File: src/rtl/dsm7_2nd_mod.sv
// dsm7_2nd_mod: second-order error-feedback delta-sigma modulator, NTF = (1 - z^-1)^2.
// A 7-level quantizer produces the element count V (0..6) for the 6-element DEM stage
// downstream. The input is held between din_vld strobes. A run of consecutive clamped
// (overloaded) ticks clears the loop state, pulses ovld and bumps a saturating event count.
module dsm7_2nd_mod #(
  parameter int DW        = 16,
  parameter int EW        = 20,
  parameter int STEP_LOG2 = 13,
  parameter int OVLD_LIM  = 16
) (
  input  logic          clk,
  input  logic          rstn,
  input  logic [DW-1:0] din,
  input  logic          din_vld,
  input  logic          en,
  input  logic          clr_sts,
  output logic [3:0]    V,
  output logic          ovld,
  output logic [7:0]    ovld_cnt
);

  // Loop arithmetic is carried two bits wider than the error state. This leaves
  // headroom for hold - 2*e1 + e2 with both error registers at full scale.
  localparam int AW = EW + 2;

  // Adding 3.5 steps before the floor divide gives round-half-up quantization
  // onto levels 0..6, where level k stands for (k-3) steps.
  localparam logic signed [AW-1:0] OFFS     = AW'(3 * (2 ** STEP_LOG2) + 2 ** (STEP_LOG2 - 1));
  localparam logic signed [AW-1:0] HALF_POS = AW'(2 ** (STEP_LOG2 - 1));
  localparam logic signed [AW-1:0] HALF_NEG = -HALF_POS;
  localparam logic signed [AW-1:0] EMAX_POS = AW'(2 ** (EW - 1) - 1);
  localparam logic signed [AW-1:0] EMAX_NEG = -EMAX_POS;
  localparam logic signed [EW-1:0] ESAT_POS = EW'(2 ** (EW - 1) - 1);
  localparam logic signed [EW-1:0] ESAT_NEG = -ESAT_POS;
  localparam logic signed [AW-1:0] LVL_LO   = '0;
  localparam logic signed [AW-1:0] LVL_HI   = AW'(6);
  localparam logic signed [AW-1:0] LVL_MID  = AW'(3);
  localparam logic [7:0]           RUN_LAST = 8'(OVLD_LIM - 1);
  localparam logic [3:0]           V_MID    = 4'd3;
  localparam logic [7:0]           CNT_MAX  = 8'hFF;

  logic signed [DW-1:0] hold;
  logic signed [EW-1:0] e1;
  logic signed [EW-1:0] e2;
  logic [7:0]           run;

  logic signed [AW-1:0] holdx;
  logic signed [AW-1:0] e1x;
  logic signed [AW-1:0] e2x;
  logic signed [AW-1:0] u;
  logic signed [AW-1:0] biased;
  logic signed [AW-1:0] q;
  logic [2:0]           k;
  logic signed [AW-1:0] kx;
  logic signed [AW-1:0] y;
  logic signed [AW-1:0] ediff;
  logic signed [EW-1:0] e;
  logic                 over;
  logic                 hit;

  // Quantizer: form the loop input and pick the nearest of the 7 levels.
  // When the floor result falls outside 0..6, the level is clamped.
  always_comb begin
    holdx  = AW'(hold);
    e1x    = AW'(e1);
    e2x    = AW'(e2);
    u      = holdx - (e1x <<< 1) + e2x;
    biased = u + OFFS;
    q      = biased >>> STEP_LOG2;
    if (q < LVL_LO) begin
      k = 3'd0;
    end else if (q > LVL_HI) begin
      k = 3'd6;
    end else begin
      k = q[2:0];
    end
  end

  // Quantization error is fed back saturated. Without clamping, an error beyond
  // half a step can only come from a clamped level, which is what marks an
  // overloaded tick.
  always_comb begin
    kx    = AW'(k);
    y     = (kx - LVL_MID) <<< STEP_LOG2;
    ediff = y - u;
    if (ediff > EMAX_POS) begin
      e = ESAT_POS;
    end else if (ediff < EMAX_NEG) begin
      e = ESAT_NEG;
    end else begin
      e = ediff[EW-1:0];
    end
    over = (ediff > HALF_POS) || (ediff < HALF_NEG);
    hit  = over && (run == RUN_LAST);
  end

  // The sample hold register follows din_vld regardless of the run enable.
  always_ff @(posedge clk) begin
    if (!rstn) begin
      hold <= '0;
    end else if (din_vld) begin
      hold <= signed'(din);
    end
  end

  // Loop state, run counter and outputs advance on enabled ticks.
  // Disabled ticks freeze the loop and park V at mid-scale.
  always_ff @(posedge clk) begin
    if (!rstn) begin
      e1   <= '0;
      e2   <= '0;
      run  <= '0;
      V    <= V_MID;
      ovld <= 1'b0;
    end else if (en) begin
      V    <= {1'b0, k};
      ovld <= hit;
      if (hit) begin
        e1  <= '0;
        e2  <= '0;
        run <= '0;
      end else begin
        e2  <= e1;
        e1  <= e;
        run <= over ? run + 8'd1 : 8'd0;
      end
    end else begin
      V    <= V_MID;
      ovld <= 1'b0;
    end
  end

  // Recovery event counter saturates at 255. A status clear overrides a
  // recovery event that lands on the same edge.
  always_ff @(posedge clk) begin
    if (!rstn) begin
      ovld_cnt <= '0;
    end else if (clr_sts) begin
      ovld_cnt <= '0;
    end else if (en && hit && (ovld_cnt != CNT_MAX)) begin
      ovld_cnt <= ovld_cnt + 8'd1;
    end
  end

endmodule
File: config.mk
export PLATFORM = sky130hd
export DESIGN_NAME = dsm7_2nd_mod
export DESIGN_NICKNAME = d
export VERILOG_FILES = /design/src/rtl/dsm7_2nd_mod.sv
export SDC_FILE = /design/constraint.sdc
export NUM_CORES = 1
export LEC_CHECK = 0
export CAP_MARGIN = 20
export CORE_UTILIZATION = 40
export CTS_BUF_LIST = sky130_fd_sc_hd__clkbuf_16
export DETAILED_ROUTE_END_ITERATION = 7
export MAX_ROUTING_LAYER = met4
export PLACE_DENSITY = 0.58
export SYNTH_ARGS = -nofsm -noshare
export SYNTH_HDL_FRONTEND = slang
export SYNTH_SLANG_ARGS = --single-unit
File: constraint.sdc
create_clock -name clk -period 8.49 [get_ports clk]
set_input_delay 0.849 -clock clk [delete_from_list [all_inputs] [get_ports clk]]
set_output_delay 0.849 -clock clk [all_outputs]
set_load 0.05 [all_outputs]
==> run metrics, run 1 <==
Syn. warnings=0; Worst-path clk slew=approximately 60 ps; Seq/Total Area, Yosys=22.9%; WS Path Type=register to register; syn_nets=920; FFs w/ async S/R, synth=0%; # rows=between 40 and 50; most frequent cells in the layout=inv_1 (79), dfxtp_1 (76), nand2_1 (74), a21oi_1 (48), nor2_1 (44); Pre-antenna DRT Iters=5; Crit-path slowest cell=or4b_1; Final Core Density=48.4%; CTS Buffer Depth=2; status=complete, no violations; post-route cell area=roughly 0.0078 mm2; commonest non-fill, non-tap cell in the layout=inv_1; port bufs=32; CP startpoint kind=register; post-route clock period utilization=a little over nine tenths; initial antenna violation count=0; Starting Density=between 40 and 50%; Max Clock Freq=~130 MHz; Antenna Nets Post-Route=0; root buf cell=clkbuf_16; Synth Cell Area=about 0.0067 mm2; clk sinks=76; register bit count reported by yosys=76; clock latency at the later pin of the worst-skew pair=around 340 ps; slowest stage delay, CP=around 650 ps; pin count of the biggest net entering global routing=46; max-slew violations=0; Slew headroom=33.2%; sum of negative setup slack=0 ps; TritonCTS buffer count=9; Worst Path Required=roughly 8800 ps; final hold vios=0; die area=between 0.015 and 0.02 mm2; Max Cap Violations=0; Arrival @ worst endpoint=between 8000 and 9000 ps; DR iter-0 viols=435; IO Pins=34; Post-synth EDFFs=0; ys flop type=dfxtp_1; Diodes inserted=0; Hold-fix buffers, CTS=0; chip width=approximately 130 um; min cycle time layout=around 7900 ps; layout cells sized above 1=under 10%; RePlAce Congestion=0.898; final setup fails=0; global-route wire length before repair=28,500 um; nets=between 900 and 1,000; core footprint=between 0.015 and 0.02 mm2; HPWL Detailed=~13,000 um; Distinct cells, synth=90; DRC Markers=0; Final WS setup=~540 ps; Synth Area per Inst=between 7 and 8 um2; CTS tree=done; Post-Route WL=17,900 um; H-tree depth=3; RSZ-0062 raised after global routing=no; GRT Total Usage=a little over a fifth; wire length per cell=approximately 16 um; Via-to-Cell Ratio=between 5 and 6; Critical Path Sink Type=register; pre-CTS WS=approximately 240 ps; Min-Delay Path Class=register to register; Slew @ Worst Pin=around 1000 ps; Area Overhead vs Synth=17.0%; Overflow after GRT=0; Cells after Synth=around 840; final setup skew=~13 ps; Cell Area, Placed=around 0.0074 mm2; die height=approximately 130 um; via count of the first global-routing pass=5,724; via count=~6,300; Crit Path Max Fanout=20
## sequential cells by signal, indices dropped and copies added (netlist names)
name	cells
ovld	1
run	8
V	3
e1	20
hold	16
e2	20
ovld_cnt	8
## critical path: cells and delay by family (launching register included)
family	cells	cell delay, ps
AND/OR/NAND/NOR	10	3330
buffers and inverters	5	490
XOR/XNOR	1	70
AO/OA/AOI/OAI	10	2270
adder cells (fa/ha/maj)	4	1410
flip-flops	1	320
## through the flow
stage	hold slack, ps	cells
5_1_grt	469	1108
4_1_cts	450	1107
2_1_floorplan	426	844
3_5_place_dp	443	1092
3_3_place_gp	440	1092
6_report	447	1108
## what timing repair did
action | in CTS | in global routing
setup endpoints to repair | 0 | 57
resized for setup | 0 | 14
buffers inserted | 0 | 0
## cells by family after synthesis
family | synth area share [%]
simple gates | 22.3
compound gates | 26.7
flops | 22.9
xor+xnor | 5.10
other cells | 0.0564
fa+ha+maj | 12.6
buf+inv | 7.39
mux | 3.01
## cell usage after synthesis (all sizes together) (9+ instances only)
cell type / number / area (um2)
buf: 14 / 97.6
inv: 80 / 300
nor3: 23 / 115
fa: 20 / 400
a21o: 9 / 67.6
a21oi: 54 / 278
xor2: 12 / 105
o211ai: 11 / 82.6
nor2b: 28 / 175
o21ai: 63 / 315
nand3: 23 / 115
xnor2: 24 / 210
mux2i: 20 / 200
a22o: 18 / 158
a211oi: 13 / 108
o31ai: 10 / 75.1
ha: 35 / 438
or4: 15 / 116
nand2: 74 / 278
o21a: 12 / 90.1
nor2: 45 / 171
dfxtp: 76 / 1520
clkbuf: 25 / 93.8
and2: 11 / 71.3
or3: 9 / 56.3
## final cells by class
| cell class | instances | area [um2] |
|---|---|---|
| fillers | 1583 | 8280 |
| repair buffers | 72 | 678 |
| well taps | 216 | 270 |
| clock buffers | 9 | 225 |
| flip-flops and latches | 76 | 1520 |
| clock inverters | 6 | 81.3 |
| inverters | 80 | 300 |
| multi-input cells | 649 | 4700 |
## routing by layer
layer,global-route usage (%),part of all wire (%)
met3,3.54,4.4
met5,-,0
met1,28.5,48
met4,5.21,1.6
met2,35.4,46
## final timing paths
| kind | startpoint | to | slack, ps | cells past startpoint |
|---|---|---|---|---|
| worst max-delay path | hold[6] | e1[13] | 540 | 30 |
| worst max register to register | hold[6] | e1[13] | 540 | 30 |
| worst min register to register | e1[4] | e1[4] | 450 | 2 |
| worst min-delay path | e1[4] | e1[4] | 450 | 2 |
Power of run 1 is left out: the tool's default activity adds up to more than one toggle a clock period on the data nets, which glitch-free logic cannot reach.
==> inputs of run 2 (changes only) <==
CORE_ASPECT_RATIO = 1.5   (was unset)
REMOVE_ABC_BUFFERS = 1   (was unset)
==> run 2 against run 1 <==
  * Non-clock buffer count increased by 16
  * Sequential share of layout area decreased by 0.29 points
  * Register-to-register slack got worse by 130 ps
  * Sequential cell count unchanged
==> run metrics, run 2 (synthesis results as in run 1) <==
status=complete, no violations (unchanged); Overflow after GRT=0 (unchanged); Post-Route WL=18,600 um (was 17,900 um); Max Cap Violations=0 (unchanged); Slew headroom=29.4% (was 33.2%); via count of the first global-routing pass=6,313 (was 5,724); die height=160 um (was 131 um); Area Overhead vs Synth=18.7% (was 17.0%); setup repair bufs after CTS=0 (unchanged); global-route wire length before repair=30,400 um (was 28,500 um); Antenna Nets Post-Route=0 (unchanged); pre-CTS WS=333 ps (was 241 ps); chip width=107 um (was 131 um); final hold vios=0 (unchanged); root buf cell=clkbuf_16 (unchanged); sum of negative setup slack=0 ps (unchanged); H-tree depth=3 (unchanged); clock latency at the later pin of the worst-skew pair=350 ps (was 340 ps); Crit Path Max Fanout=19 (was 20); post-route clock period utilization=95.2% (was 93.6%); clk sinks=76 (unchanged); Slew @ Worst Pin=1060 ps (was 999 ps); Worst Path Required=8730 ps (was 8770 ps); Pre-antenna DRT Iters=7 (was 5); via count=6,340 (was 6,289); CP most frequent cell=inv_1; Starting Density=40.9% (was 41.4%); core footprint=0.0163 mm2 (was 0.0161 mm2); CTS tree=done (unchanged); TritonCTS buffer count=9 (unchanged); Hold-fix buffers, CTS=0 (unchanged); layout cells sized above 1=11.2% (was 9.87%); initial antenna violation count=0 (unchanged); RePlAce Congestion=0.926 (was 0.898); Critical Path Sink Type=register (unchanged); pin count of the biggest net entering global routing=46 (unchanged); # rows=57 (was 46); commonest non-fill, non-tap cell in the layout=inv_1 (unchanged); WHS=448 ps (was 447 ps); Final WS setup=410 ps (was 541 ps); min cycle time layout=8080 ps (was 7950 ps); wire length per cell=16.7 um (was 16.1 um); most frequent cells in the layout=inv_1 (78), dfxtp_1 (76), nand2_1 (74), buf_4 (50), a21oi_1 (49) (was inv_1 (79), dfxtp_1 (76), nand2_1 (74), a21oi_1 (48), nor2_1 (44)); HPWL Detailed=14,700 um (was 13,500 um); CTS Buffer Depth=2 (unchanged); slowest stage delay, CP=640 ps (was 650 ps); IO Pins=34 (unchanged); CP startpoint kind=register (unchanged); Via-to-Cell Ratio=5.69 (was 5.68); Worst-path clk slew=70 ps (was 60 ps); final setup fails=0 (unchanged); DR iter-0 viols=229 (was 435); Arrival @ worst endpoint=8320 ps (was 8230 ps); Final Core Density=48.6% (was 48.4%); WS Path Type=register to register (unchanged); max-slew violations=0 (unchanged); die area=0.0172 mm2 (was 0.0171 mm2); nets=980 (was 964); Min-Delay Path Class=register to register (unchanged); Crit-path slowest cell=a222oi_1 (was or4b_1); Max Clock Freq=124 MHz (was 126 MHz); registers with the most flip-flops=e1: 20 flops, e2: 20 flops, hold: 16 flops (unchanged); port bufs=32 (unchanged); final setup skew=11.5 ps (was 12.6 ps); Diodes inserted=0 (unchanged); DRC Markers=0 (unchanged); GRT Total Usage=23.0% (was 21.9%); cts repair resizes=0 (unchanged)
run 2: critical path: cells and delay by family, from the launching register on:
kind / cells / cell delay [ps]
simple gates: 10 / 2950
flops: 1 / 330
buf+inv: 8 / 860
fa+ha+maj: 4 / 1270
xor+xnor: 1 / 150
compound gates: 11 / 2400
run 2: metrics by stage:
stage                     std cells  cell area, um2
after floorplan                 805            6460
after global placement         1098            7520
after detailed placement       1098            7520
after CTS                      1114            7840
after global routing           1115            7900
final                          1115            7900
run 2: routing by layer:
layer | GRT usage (%) | wire, um | vias up | share of wire, %
li1 | - | - | 3156 | -
met1 | 23.5 | 7240 | 2948 | 39
met2 | 41.0 | 9470 | 167 | 51
met3 | 2.78 | 595 | 69 | 3.2
met4 | 14.7 | 1290 | 0 | 6.9
met5 | - | 0 | - | 0
run 2: path summary, 6_finish.rpt:
path,slack (ps),start,depth (start not counted),endpoint
hold / removal,450,e1[4],2,e1[4]
setup / recovery,410,hold[3],34,e1[10]
hold reg to reg,450,e1[4],2,e1[4]
setup reg to reg,410,hold[3],34,e1[10]
run 2: area by class of cell:
type | count | area, um2
flip-flops and latches | 76 | 1520
clock buffers | 9 | 225
fillers | 1658 | 8360
repair buffers | 88 | 823
clock inverters | 7 | 92.6
multi-input cells | 649 | 4680
well taps | 206 | 258
inverters | 80 | 300
Power of run 2 is left out for the same reason.
